$ cat src/rtl/lcd_pkg.sv
// Shared definitions for the LCD command path: opcodes, HD44780 instruction codes,
// FSM state types and small decode helpers.
package lcd_pkg;

    localparam logic [3:0] OP_CLEAR = 4'd0;
    localparam logic [3:0] OP_WRITE = 4'd1;
    localparam logic [3:0] OP_SETCG = 4'd2;
    localparam logic [3:0] OP_SETAD = 4'd3;
    localparam logic [3:0] OP_WAIT2 = 4'd4;
    localparam logic [3:0] OP_WAIT1 = 4'd15;

    localparam logic [7:0] HD_FUNC_SET  = 8'h38;
    localparam logic [7:0] HD_DISP_ON   = 8'h0C;
    localparam logic [7:0] HD_CLEAR     = 8'h01;
    localparam logic [7:0] HD_ENTRY     = 8'h06;
    localparam logic [7:0] HD_SET_CGRAM = 8'h40;
    localparam logic [7:0] HD_SET_DDRAM = 8'h80;

    localparam logic [7:0] LINE2_BASE = 8'd40;

    typedef enum logic [2:0] {
        ST_PWR_WAIT,
        ST_INIT_BUS,
        ST_INIT_WAIT,
        ST_RDY_HI,
        ST_LATCH,
        ST_BUS,
        ST_EXEC_WAIT
    } lcd_state_t;

    typedef enum logic [1:0] {
        SP_IDLE,
        SP_SETUP,
        SP_EN_HI,
        SP_HOLD
    } strobe_phase_t;

    function automatic logic [7:0] init_word(input logic [1:0] step);
        case (step)
            2'd0:    return HD_FUNC_SET;
            2'd1:    return HD_DISP_ON;
            2'd2:    return HD_CLEAR;
            default: return HD_ENTRY;
        endcase
    endfunction

    function automatic logic is_bus_op(input logic [3:0] op);
        return (op <= OP_SETAD);
    endfunction

    function automatic logic cmd_rs(input logic [3:0] op);
        return (op == OP_WRITE);
    endfunction

    // Positions 40..79 fold onto line 2, which starts at DDRAM 0x40.
    function automatic logic [7:0] cmd_db(input logic [3:0] op, input logic [7:0] arg);
        logic [7:0] pos;
        pos = (arg < LINE2_BASE) ? arg : (arg - LINE2_BASE + 8'h40);
        case (op)
            OP_CLEAR: return HD_CLEAR;
            OP_WRITE: return arg;
            OP_SETCG: return HD_SET_CGRAM | {2'b00, arg[5:0]};
            OP_SETAD: return HD_SET_DDRAM | {1'b0, pos[6:0]};
            default:  return 8'h00;
        endcase
    endfunction

endpackage

$ cat src/rtl/lcd_hd44780_driver_if.sv
// Command handshake between the LCD command generator (master) and the driver (slave).
interface lcd_hd44780_driver_if;
    logic [11:0] cmd;
    logic        rdy;
    logic        busy;

    modport master (output cmd, input rdy, input busy);
    modport slave  (input cmd, output rdy, output busy);
endinterface

$ cat src/rtl/lcd_bus_strobe.sv
// One HD44780 write bus cycle: RS/DB setup, EN high, RS/DB hold. RS/DB are
// captured on start and kept afterwards, so idle commands leave the bus untouched.
module lcd_bus_strobe #(
    parameter int T_SETUP = 4,
    parameter int T_EN    = 13,
    parameter int T_HOLD  = 4,
    parameter int CNT_W   = 20
) (
    input  logic       clk,
    input  logic       rst_n,
    input  logic       start,
    input  logic       rs,
    input  logic [7:0] db,
    output logic       done,
    output logic       lcd_rs,
    output logic [7:0] lcd_db,
    output logic       lcd_en
);
    import lcd_pkg::*;

    strobe_phase_t    phase_r;
    strobe_phase_t    phase_next_s;
    logic [CNT_W-1:0] cnt_r;
    logic [CNT_W-1:0] load_s;

    function automatic logic [CNT_W-1:0] dly(input int t);
        if (t <= 32'sd1) return '0;
        else             return CNT_W'(t - 32'sd1);
    endfunction

    // phase register
    always_ff @(posedge clk or negedge rst_n) begin
        if (!rst_n) phase_r <= SP_IDLE;
        else        phase_r <= phase_next_s;
    end

    // next-phase decode
    always_comb begin
        phase_next_s = phase_r;
        case (phase_r)
            SP_IDLE:  if (start) phase_next_s = SP_SETUP;   else phase_next_s = SP_IDLE;
            SP_SETUP: if (cnt_r == '0) phase_next_s = SP_EN_HI; else phase_next_s = SP_SETUP;
            SP_EN_HI: if (cnt_r == '0) phase_next_s = SP_HOLD;  else phase_next_s = SP_EN_HI;
            SP_HOLD:  if (cnt_r == '0) phase_next_s = SP_IDLE;  else phase_next_s = SP_HOLD;
            default:  phase_next_s = SP_IDLE;
        endcase
    end

    // counter reload value and completion flag
    always_comb begin
        load_s = '0;
        case (phase_next_s)
            SP_SETUP: load_s = dly(T_SETUP);
            SP_EN_HI: load_s = dly(T_EN);
            SP_HOLD:  load_s = dly(T_HOLD);
            default:  load_s = '0;
        endcase
        done = (phase_r == SP_HOLD) && (cnt_r == '0);
    end

    // phase counter and registered bus pins
    always_ff @(posedge clk or negedge rst_n) begin
        if (!rst_n) begin
            cnt_r  <= '0;
            lcd_en <= 1'b0;
            lcd_rs <= 1'b0;
            lcd_db <= 8'h00;
        end else begin
            if (phase_next_s != phase_r) cnt_r <= load_s;
            else if (cnt_r != '0)        cnt_r <= cnt_r - CNT_W'(1);
            else                         cnt_r <= cnt_r;
            lcd_en <= (phase_next_s == SP_EN_HI);
            if ((phase_r == SP_IDLE) && start) begin
                lcd_rs <= rs;
                lcd_db <= db;
            end else begin
                lcd_rs <= lcd_rs;
                lcd_db <= lcd_db;
            end
        end
    end

endmodule

$ cat src/rtl/lcd_hd44780_driver.sv
// HD44780 character LCD driver: runs panel power-up init, then executes one
// generator command per rdy rising edge with correct bus and execution timing.
module lcd_hd44780_driver #(
    parameter int T_PWRUP = 750000,
    parameter int T_SETUP = 4,
    parameter int T_EN    = 13,
    parameter int T_HOLD  = 4,
    parameter int T_CMD   = 2000,
    parameter int T_CLR   = 82000,
    parameter int T_RDY   = 8,
    parameter int T_IDLE  = 2000,
    parameter int CNT_W   = 20
) (
    input  logic                  clk,
    input  logic                  rst_n,
    lcd_hd44780_driver_if.slave   bus,
    output logic [7:0]            LCD_DATA,
    output logic                  LCD_RS,
    output logic                  LCD_RW,
    output logic                  LCD_EN,
    output logic                  LCD_ON,
    output logic                  LCD_BLON
);
    import lcd_pkg::*;

    lcd_state_t       state_r;
    lcd_state_t       state_next_s;
    logic [CNT_W-1:0] cnt_r;
    logic [CNT_W-1:0] load_s;
    logic [1:0]       step_r;
    logic [3:0]       op_r;
    logic             rdy_r;
    logic             busy_r;
    logic             strobe_start_s;
    logic             strobe_rs_s;
    logic [7:0]       strobe_db_s;
    logic             strobe_done_s;

    function automatic logic [CNT_W-1:0] dly(input int t);
        if (t <= 32'sd1) return '0;
        else             return CNT_W'(t - 32'sd1);
    endfunction

    // state register
    always_ff @(posedge clk or negedge rst_n) begin
        if (!rst_n) state_r <= ST_PWR_WAIT;
        else        state_r <= state_next_s;
    end

    // next-state decode
    always_comb begin
        state_next_s = state_r;
        case (state_r)
            ST_PWR_WAIT:  if (cnt_r == dly(T_PWRUP)) state_next_s = ST_INIT_BUS; else state_next_s = ST_PWR_WAIT;
            ST_INIT_BUS:  if (strobe_done_s) state_next_s = ST_INIT_WAIT; else state_next_s = ST_INIT_BUS;
            ST_INIT_WAIT: begin
                if (cnt_r == '0) state_next_s = (step_r == 2'd3) ? ST_RDY_HI : ST_INIT_BUS;
                else             state_next_s = ST_INIT_WAIT;
            end
            ST_RDY_HI:    if (cnt_r == '0) state_next_s = ST_LATCH; else state_next_s = ST_RDY_HI;
            ST_LATCH:     state_next_s = is_bus_op(bus.cmd[11:8]) ? ST_BUS : ST_EXEC_WAIT;
            ST_BUS:       if (strobe_done_s) state_next_s = ST_EXEC_WAIT; else state_next_s = ST_BUS;
            ST_EXEC_WAIT: if (cnt_r == '0) state_next_s = ST_RDY_HI; else state_next_s = ST_EXEC_WAIT;
            default:      state_next_s = ST_PWR_WAIT;
        endcase
    end

    // outputs: strobe launch with its RS/DB, and delay reload for the next state
    always_comb begin
        strobe_start_s = 1'b0;
        strobe_rs_s    = 1'b0;
        strobe_db_s    = 8'h00;
        load_s         = '0;
        case (state_r)
            ST_PWR_WAIT: begin
                if (state_next_s == ST_INIT_BUS) begin
                    strobe_start_s = 1'b1;
                    strobe_db_s    = init_word(2'd0);
                end else begin
                    strobe_start_s = 1'b0;
                end
            end
            ST_INIT_WAIT: begin
                if (state_next_s == ST_INIT_BUS) begin
                    strobe_start_s = 1'b1;
                    strobe_db_s    = init_word(step_r + 2'd1);
                end else begin
                    strobe_start_s = 1'b0;
                end
            end
            ST_LATCH: begin
                if (state_next_s == ST_BUS) begin
                    strobe_start_s = 1'b1;
                    strobe_rs_s    = cmd_rs(bus.cmd[11:8]);
                    strobe_db_s    = cmd_db(bus.cmd[11:8], bus.cmd[7:0]);
                end else begin
                    strobe_start_s = 1'b0;
                end
            end
            default: strobe_start_s = 1'b0;
        endcase
        case (state_next_s)
            ST_INIT_WAIT: load_s = (step_r == 2'd2) ? dly(T_CLR) : dly(T_CMD);
            ST_RDY_HI:    load_s = dly(T_RDY);
            ST_EXEC_WAIT: begin
                if (state_r == ST_LATCH)     load_s = dly(T_IDLE);
                else if (op_r == OP_CLEAR)   load_s = dly(T_CLR);
                else                         load_s = dly(T_CMD);
            end
            default:      load_s = '0;
        endcase
    end

    // Power-up wait counts up from the reset value 0; every other state reloads and counts down.
    always_ff @(posedge clk or negedge rst_n) begin
        if (!rst_n) begin
            cnt_r  <= '0;
            step_r <= 2'd0;
            op_r   <= 4'd0;
            rdy_r  <= 1'b0;
            busy_r <= 1'b1;
        end else begin
            if (state_next_s != state_r)     cnt_r <= load_s;
            else if (state_r == ST_PWR_WAIT) cnt_r <= cnt_r + CNT_W'(1);
            else if (cnt_r != '0)            cnt_r <= cnt_r - CNT_W'(1);
            else                             cnt_r <= cnt_r;

            if (state_r == ST_PWR_WAIT)                                      step_r <= 2'd0;
            else if ((state_r == ST_INIT_WAIT) && (state_next_s == ST_INIT_BUS)) step_r <= step_r + 2'd1;
            else                                                             step_r <= step_r;

            if (state_r == ST_LATCH) op_r <= bus.cmd[11:8];
            else                     op_r <= op_r;

            rdy_r  <= (state_next_s == ST_RDY_HI);
            busy_r <= (state_next_s != ST_RDY_HI);
        end
    end

    lcd_bus_strobe #(
        .T_SETUP (T_SETUP),
        .T_EN    (T_EN),
        .T_HOLD  (T_HOLD),
        .CNT_W   (CNT_W)
    ) u_strobe (
        .clk    (clk),
        .rst_n  (rst_n),
        .start  (strobe_start_s),
        .rs     (strobe_rs_s),
        .db     (strobe_db_s),
        .done   (strobe_done_s),
        .lcd_rs (LCD_RS),
        .lcd_db (LCD_DATA),
        .lcd_en (LCD_EN)
    );

    assign bus.rdy  = rdy_r;
    assign bus.busy = busy_r;
    assign LCD_RW   = 1'b0;
    assign LCD_ON   = 1'b1;
    assign LCD_BLON = 1'b1;

endmodule

$ cat src/flat_wrapper.sv
// flat-port wrapper written by rule: the top's interface ports become plain ports
module lcd_hd44780_driver_flat import lcd_pkg::*;
#(
    parameter int T_PWRUP = 750000,
    parameter int T_SETUP = 4,
    parameter int T_EN    = 13,
    parameter int T_HOLD  = 4,
    parameter int T_CMD   = 2000,
    parameter int T_CLR   = 82000,
    parameter int T_RDY   = 8,
    parameter int T_IDLE  = 2000,
    parameter int CNT_W   = 20
)
  (clk, rst_n, LCD_DATA, LCD_RS, LCD_RW, LCD_EN, LCD_ON, LCD_BLON, bus_cmd, bus_rdy, bus_busy);
  lcd_hd44780_driver_if bus_i ();
  input  logic clk;
  input  logic rst_n;
  output logic [7:0] LCD_DATA;
  output logic LCD_RS;
  output logic LCD_RW;
  output logic LCD_EN;
  output logic LCD_ON;
  output logic LCD_BLON;
  input wire logic [$bits(bus_i.cmd)-1:0] bus_cmd;
  output wire logic [$bits(bus_i.rdy)-1:0] bus_rdy;
  output wire logic [$bits(bus_i.busy)-1:0] bus_busy;
  assign bus_i.cmd = bus_cmd;
  assign bus_rdy = bus_i.rdy;
  assign bus_busy = bus_i.busy;
  lcd_hd44780_driver #(.T_PWRUP(T_PWRUP), .T_SETUP(T_SETUP), .T_EN(T_EN), .T_HOLD(T_HOLD), .T_CMD(T_CMD), .T_CLR(T_CLR), .T_RDY(T_RDY), .T_IDLE(T_IDLE), .CNT_W(CNT_W)) u_core (.clk(clk), .rst_n(rst_n), .bus(bus_i), .LCD_DATA(LCD_DATA), .LCD_RS(LCD_RS), .LCD_RW(LCD_RW), .LCD_EN(LCD_EN), .LCD_ON(LCD_ON), .LCD_BLON(LCD_BLON));
endmodule
$ cat config.mk
export PLATFORM = sky130hd
export DESIGN_NAME = lcd_hd44780_driver_flat
export DESIGN_NICKNAME = d
export VERILOG_FILES = /design/src/rtl/lcd_pkg.sv /design/src/rtl/lcd_hd44780_driver_if.sv /design/src/rtl/lcd_bus_strobe.sv /design/src/rtl/lcd_hd44780_driver.sv /design/src/flat_wrapper.sv
export SDC_FILE = /design/constraint.sdc
export NUM_CORES = 1
export LEC_CHECK = 0
export CORE_MARGIN = 2
export CORE_UTILIZATION = 35
export DETAILED_ROUTE_END_ITERATION = 6
export PLACE_DENSITY = 0.59
export SLEW_MARGIN = 20
export SYNTH_ARGS = -nofsm -noshare
export SYNTH_HDL_FRONTEND = slang
export SYNTH_SLANG_ARGS = --single-unit
$ cat constraint.sdc
create_clock -name clk -period 3.9 [get_ports clk]
set_clock_uncertainty 0.15 [all_clocks]
set_input_delay 0.585 -clock clk [delete_from_list [all_inputs] [get_ports clk]]
set_output_delay 0.585 -clock clk [all_outputs]
set_load 0.1 [all_outputs]
* Word level (Yosys, flattened, before mapping)
Cells that the tools add are included.
** Operators by class
- Add/sub/neg operators :: 6
- Order comparisons :: 2
- Eq/ne operators :: 28
- Multiplexer cells :: 38
- Reductions and logical operators :: 17
** Operators with widths (number)
- $mux W20 :: 6
- $pmux W20 S3 :: 1
- $logic_not A20 Y1 :: 2
- $reduce_bool A20 Y1 :: 2
- $sub A20 B1 Y20 const B :: 2
- $mux W17 :: 2
- $pmux W8 S4 :: 1
- $pmux W8 S3 :: 1
- $pmux W3 S7 :: 1
- $add A20 B1 Y20 const B :: 1
- $eq A20 B20 Y1 const B :: 1
- $pmux W6 S3 :: 1
- $mux W2 :: 8
- $mux W8 :: 2
- $eq A3 B3 Y1 const B :: 5
- $eq A2 B2 Y1 const B :: 7
- $eq A3 B2 Y1 const B :: 4
- $mux W3 :: 3
- $eq A4 B2 Y1 const B :: 2
- $logic_not A4 Y1 :: 2
- $lt A8 B6 Y1 const B :: 1
- $pmux W2 S4 :: 1
- $pmux W4 S2 :: 1
- $add A7 B7 Y7 const B :: 1
- other kinds (19) :: 33
** Word-level totals
- Register bits :: 63
- Input bits :: 14
- Logic and storage cells :: 102

* Longest topological paths before layout
- Word-level depth :: 13
- Mapped depth :: 11
- Depth with buffers taken out :: 10

* Cells and area by module
Synthesis repeated with hierarchy kept, for this count alone.
** Second synthesis, totals
- Cell total of the unflattened synthesis :: 502
- Area total of the unflattened synthesis :: 4377.9 µm²
** By module, submodules not included
- lcd_hd44780_driver :: instances 1, cells each 315, area each 2638.8 µm², seq. area each 777.0 µm²
- lcd_bus_strobe :: instances 1, cells each 187, area each 1739.2 µm², seq. area each 800.8 µm²

* Worst setup path after synthesis
OpenSTA, ideal clock, no wires.
- Path type :: reg-to-reg
- Start point :: register u_core.state_r[2]
- End point :: register u_core.u_strobe.lcd_db[0]
- Setup time :: 0.128 ns
- Arrival :: 2.843 ns
- Data required time :: 3.622 ns
- Setup slack :: 0.779 ns
- Stages on the path, launching flop included :: 10
- Buffers on the path :: 2
- Period minus slack after synthesis :: 3.121 ns
- Cell sequence :: dfrtp_1 > or3_1 > clkbuf_1 > or3_1 > nor4_2 > or2_2 > a211oi_2 > o31ai_4 > buf_6 > mux2_1
** On the way
- Longest elaborated chain between the ends :: 6
- Elaborated cells between the ends (all ways) :: 18
** RTL lines
- start: declaration :: line lcd_hd44780_driver.sv:26 : lcd_state_t state_r;
- start signal: assignment :: line lcd_hd44780_driver.sv:47 : else state_r <= state_next_s;
- $eq A3 B3 Y1 (tied with other cells) :: line lcd_hd44780_driver.sv:53 : case (state_r)
- $pmux W3 S7 :: line lcd_hd44780_driver.sv:53
- $eq A3 B3 Y1 / $eq A3 B1 Y1 (equally long branches) :: line lcd_hd44780_driver.sv:92, lcd_hd44780_driver.sv:76, lcd_hd44780_driver.sv:84
- $mux W1, on equally long branches :: line lcd_hd44780_driver.sv:92, lcd_hd44780_driver.sv:76, lcd_hd44780_driver.sv:84
- $pmux W1 S2 :: line lcd_hd44780_driver.sv:74 : case (state_r)
- $logic_and A1 B1 Y1 :: line lcd_bus_strobe.sv:73 : if ((phase_r == SP_IDLE) && start) begin
- end signal: assignment :: line lcd_bus_strobe.sv:78 : lcd_db <= lcd_db;
- end: declaration :: line lcd_bus_strobe.sv:16 : output logic [7:0] lcd_db,
Parallel ways exist; a longest one is shown, timed or not.
A chain may end at the register's enable or synchronous reset.

* Final worst setup path
- Start point :: register u_core.state_r[0]
- End point :: register u_core.cnt_r[19]
** On the way
- Longest elaborated chain between the ends :: 5
- Elaborated cells between the ends (all ways) :: 16
** RTL lines
- $eq A3 B3 Y1 (tied with other cells) :: line lcd_hd44780_driver.sv:53
- $pmux W3 S7 :: line lcd_hd44780_driver.sv:53
- $eq A3 B3 Y1 / $eq A3 B2 Y1 (equally long branches) :: line lcd_hd44780_driver.sv:102 : case (state_next_s)
- $pmux W20 S3 :: line lcd_hd44780_driver.sv:102
- $mux W20 :: line lcd_hd44780_driver.sv:123 : if (state_next_s != state_r) cnt_r <= load_s;
- end signal: assignment :: line lcd_hd44780_driver.sv:123
- end signal: assignment :: line lcd_hd44780_driver.sv:124 : else if (state_r == ST_PWR_WAIT) cnt_r <= cnt_r + CNT_W'(1);
- end signal: assignment :: line lcd_hd44780_driver.sv:125 : else if (cnt_r != '0) cnt_r <= cnt_r - CNT_W'(1);
- end: declaration :: line lcd_hd44780_driver.sv:28 : logic [CNT_W-1:0] cnt_r;
Parallel ways exist; a longest one is shown, timed or not.

==> results.cfg <==
[clocking]
clk_pin_slew_ns = 0.06
cts_resized = 0
cts_tree = yes
htreeDepth = 3
clockBufferDepth = 2
cts_buffers = 9
postCtsHoldBufs = 0
post_cts_buffers = 0
insertion_delay_ns = 0.33
cts_num_sinks = 63
root_buffer = clkbuf_16

[global_route]
grt_first_pass_wirelength_um = 15300
grt_pass1_vias = 3134
grt_usage = 0.151
grt_antenna_before_repair = 0
overflow = 0
grt_max_degree = 41

[routing]
routed_wl_um = 8890
drcViolationCount = 0
dr.first_iter.drc_count = 191
wire_per_inst_um = 14.6
via_per_inst = 5.28
ant_nets = 0
num_vias = 3217
firstDrtPassIters = 4

[hold_path]
min_path_type = in2async

[floorplan]
rows = 39
core_mm2 = 0.0113
die_h_um = 111
pin_count = 29
dieArea_mm2 = 0.0123
initial_core_util = 0.355
die_w_um = 111

[pwr]
p_leak_nw = 1.97
switching_share = 0.361
p_per_area_mw_per_mm2 = 617
p_seq_frac = 0.336
combPwrFrac = 0.377
power.internal_w = 0.00187
clkPwrFrac = 0.287
switching_power_w = 0.00105
vdd_ir_drop_max_v = 0.000329
finalPower_w = 0.00292

[timing]
drv_slew = 0
clock.fmax_mhz = 295
worst-slew-pin-transition_ns = 0.974
setup-tns-final_ns = 0
rsz0062_at_grt = false
setup_violations = 0
slew_headroom = 0.349
hold_violations = 0
fin_crit_sh = 0.869
worst_slack_ns = 0.511
min_period_ns = 3.39

[yosys]
synth_top_area_share = 0.388
post_synth.cell_area_avg_um2 = 9.29
synthTopCellsByCount = dfrtp_1, nand2_1, nor3_1, nor2_1, ha_1
synth_area_leaders = dfrtp_1, ha_1, nor3_1
synth_edf_count = 0
yosysUniqueCellTypes = 58
yosysSeqAreaShare = 0.394
postSynthCellCount = 431
synth_area_mm2 = 0.00400
synth_most_common_cell = dfrtp_1
synth-seq-cells = 63
synthArstFlopShare = 1.00
synthFlopType = dfrtp_1
synth_area_leader_cell = dfrtp_1
ys.warnings.count = 0

[placement]
hpwlAfterDp_um = 6350
port_buffers = 25
dp_slack_ns = 0.551
place_congestion = 0.876

[critical_path]
crit_chain = or3_1 > buf_4 > ha_1 > nand3_1 > nor3_1 > nand3_1 > a31oi_1 > nor4_1 > or3_1 > a21oi_1
crit_path_top_delay_cell = or3_1
critPathTopFamily = simple AND/OR/NAND/NOR gates
worstPathRequired_ns = 4.00
crit_fanout = 11
crit_arrival_ns = 3.49
slowest_delay_ns = 0.58
cp-start-kind = flip-flop
crit_buf_inv = 1
crit_type = reg2reg
end_kind = flip-flop
reg2reg_slack_ns = 0.51

[finish]
drive_above_1_share = 0.0901
syn2layout_area_growth_pct = 18.2
nNetsFinal = 503
diodes = 0

[run_status]
outcome = completed

[flow_run]
cap_viol_max_count = 0
==> kinds of logic (layout without fill, tap and decap cells) <==
group / Yosys count / count (layout) / share of synthesized area
simple gates: 154 / 154 / 0.193
xor+xnor: 31 / 31 / 0.0678
buf+inv: 40 / 74 / 0.0459
mux: 14 / 14 / 0.0381
other cells: 2 / 3 / 0.00188
fa+ha+maj: 27 / 27 / 0.0862
flops: 63 / 63 / 0.394
compound gates: 100 / 100 / 0.173
==> layout by cell type (no fill, tap or decap), types with 3 or more instances in the layout <==
cell type	synthesis	final
nor4_1	9	9
mux2_2	5	5
nand2b_1	5	5
a31oi_1	7	7
nor2_1	30	30
or2_2	3	3
o22ai_1	5	5
a22o_1	4	4
mux2i_1	4	4
xnor2_1	13	13
conb_1	2	3
o2bb2ai_1	6	6
dfrtp_1	62	62
ha_1	26	26
a21o_1	4	4
nand2_1	38	38
nand3_1	8	8
o21bai_1	6	6
nor3_1	32	32
nand4_1	4	4
and3_1	3	3
mux2_1	5	5
and2_1	4	4
clkbuf_16	0	9
o21a_1	4	4
buf_4	4	12
or3_1	8	8
o31ai_1	3	3
a21oi_1	20	20
o211ai_1	4	4
inv_1	22	22
a211oi_1	7	7
clkdlybuf4s50_1	0	24
xor2_1	18	18
o21ai_0	16	16
==> state kept, by name, indices dropped and copies added, names as in the netlist <==
name and cells:
u_core.bus.rdy 1, u_core.u_strobe.lcd_en 1, u_core.bus.busy 1, u_core.u_strobe.phase_r 2, u_core.op_r 4, u_core.u_strobe.lcd_rs 1
u_core.state_r 3, u_core.u_strobe.cnt_r 20, u_core.cnt_r 20, u_core.u_strobe.lcd_db 8, u_core.step_r 2
==> routing by layer <==
metal | routed length [um] | track usage | up-vias
met3 | 323 | 0.0290 | 13
met2 | 4110 | 0.243 | 67
met1 | 4310 | 0.202 | 1518
met4 | 141 | 0.0550 | 0
li1 | - | - | 1619
met5 | 0 | 0 | -
==> path summary, 6_finish.rpt <==
kind,start,to,depth (start not counted)
setup / recovery,u_core.state_r[0],u_core.cnt_r[19],10
hold / removal,rst_n,u_core.u_strobe.cnt_r[7],1
setup reg to reg,u_core.state_r[0],u_core.cnt_r[19],10
hold reg to reg,u_core.u_strobe.lcd_db[3],u_core.u_strobe.lcd_db[3],1
max in group asynchronous,rst_n,u_core.cnt_r[7],2
min in group clk,u_core.u_strobe.lcd_db[3],u_core.u_strobe.lcd_db[3],1
==> area by class of cell <==
cell class                      count  area, um^2
Tap cell                          143         179
Inverter                           22        82.6
Clock buffer                        9         225
Fill cell                        1086        6540
Multi-Input combinational cell    329        2250
Sequential cell                    63        1580
Timing Repair Buffer               37         335
Clock inverter                      6        86.3
==> per-stage QoR <==
stage | instance area, um^2 | utilization | hold WS, ns | cells
6_report | 4730 | 0.420 | 0.218 | 609
5_1_grt | 4730 | 0.420 | 0.306 | 609
4_1_cts | 4730 | 0.420 | 0.260 | 609
3_5_place_dp | 4420 | 0.392 | 0.328 | 594
3_3_place_gp | 4420 | 0.392 | 0.322 | 594
2_1_floorplan | 4010 | - | 0.139 | 432
==> power groups by stage <==
stage                     combinational [W]  sequential, W  clock, W
after detailed placement            0.00109       0.000987         0
after global placement              0.00107       0.000987         0
after floorplan                    0.000860       0.000976         0
after global routing                0.00125        0.00100  0.000893
final                               0.00110       0.000981  0.000839
after CTS                           0.00110       0.000979  0.000857
No activity file was read; power rests on OpenSTA's default activity.
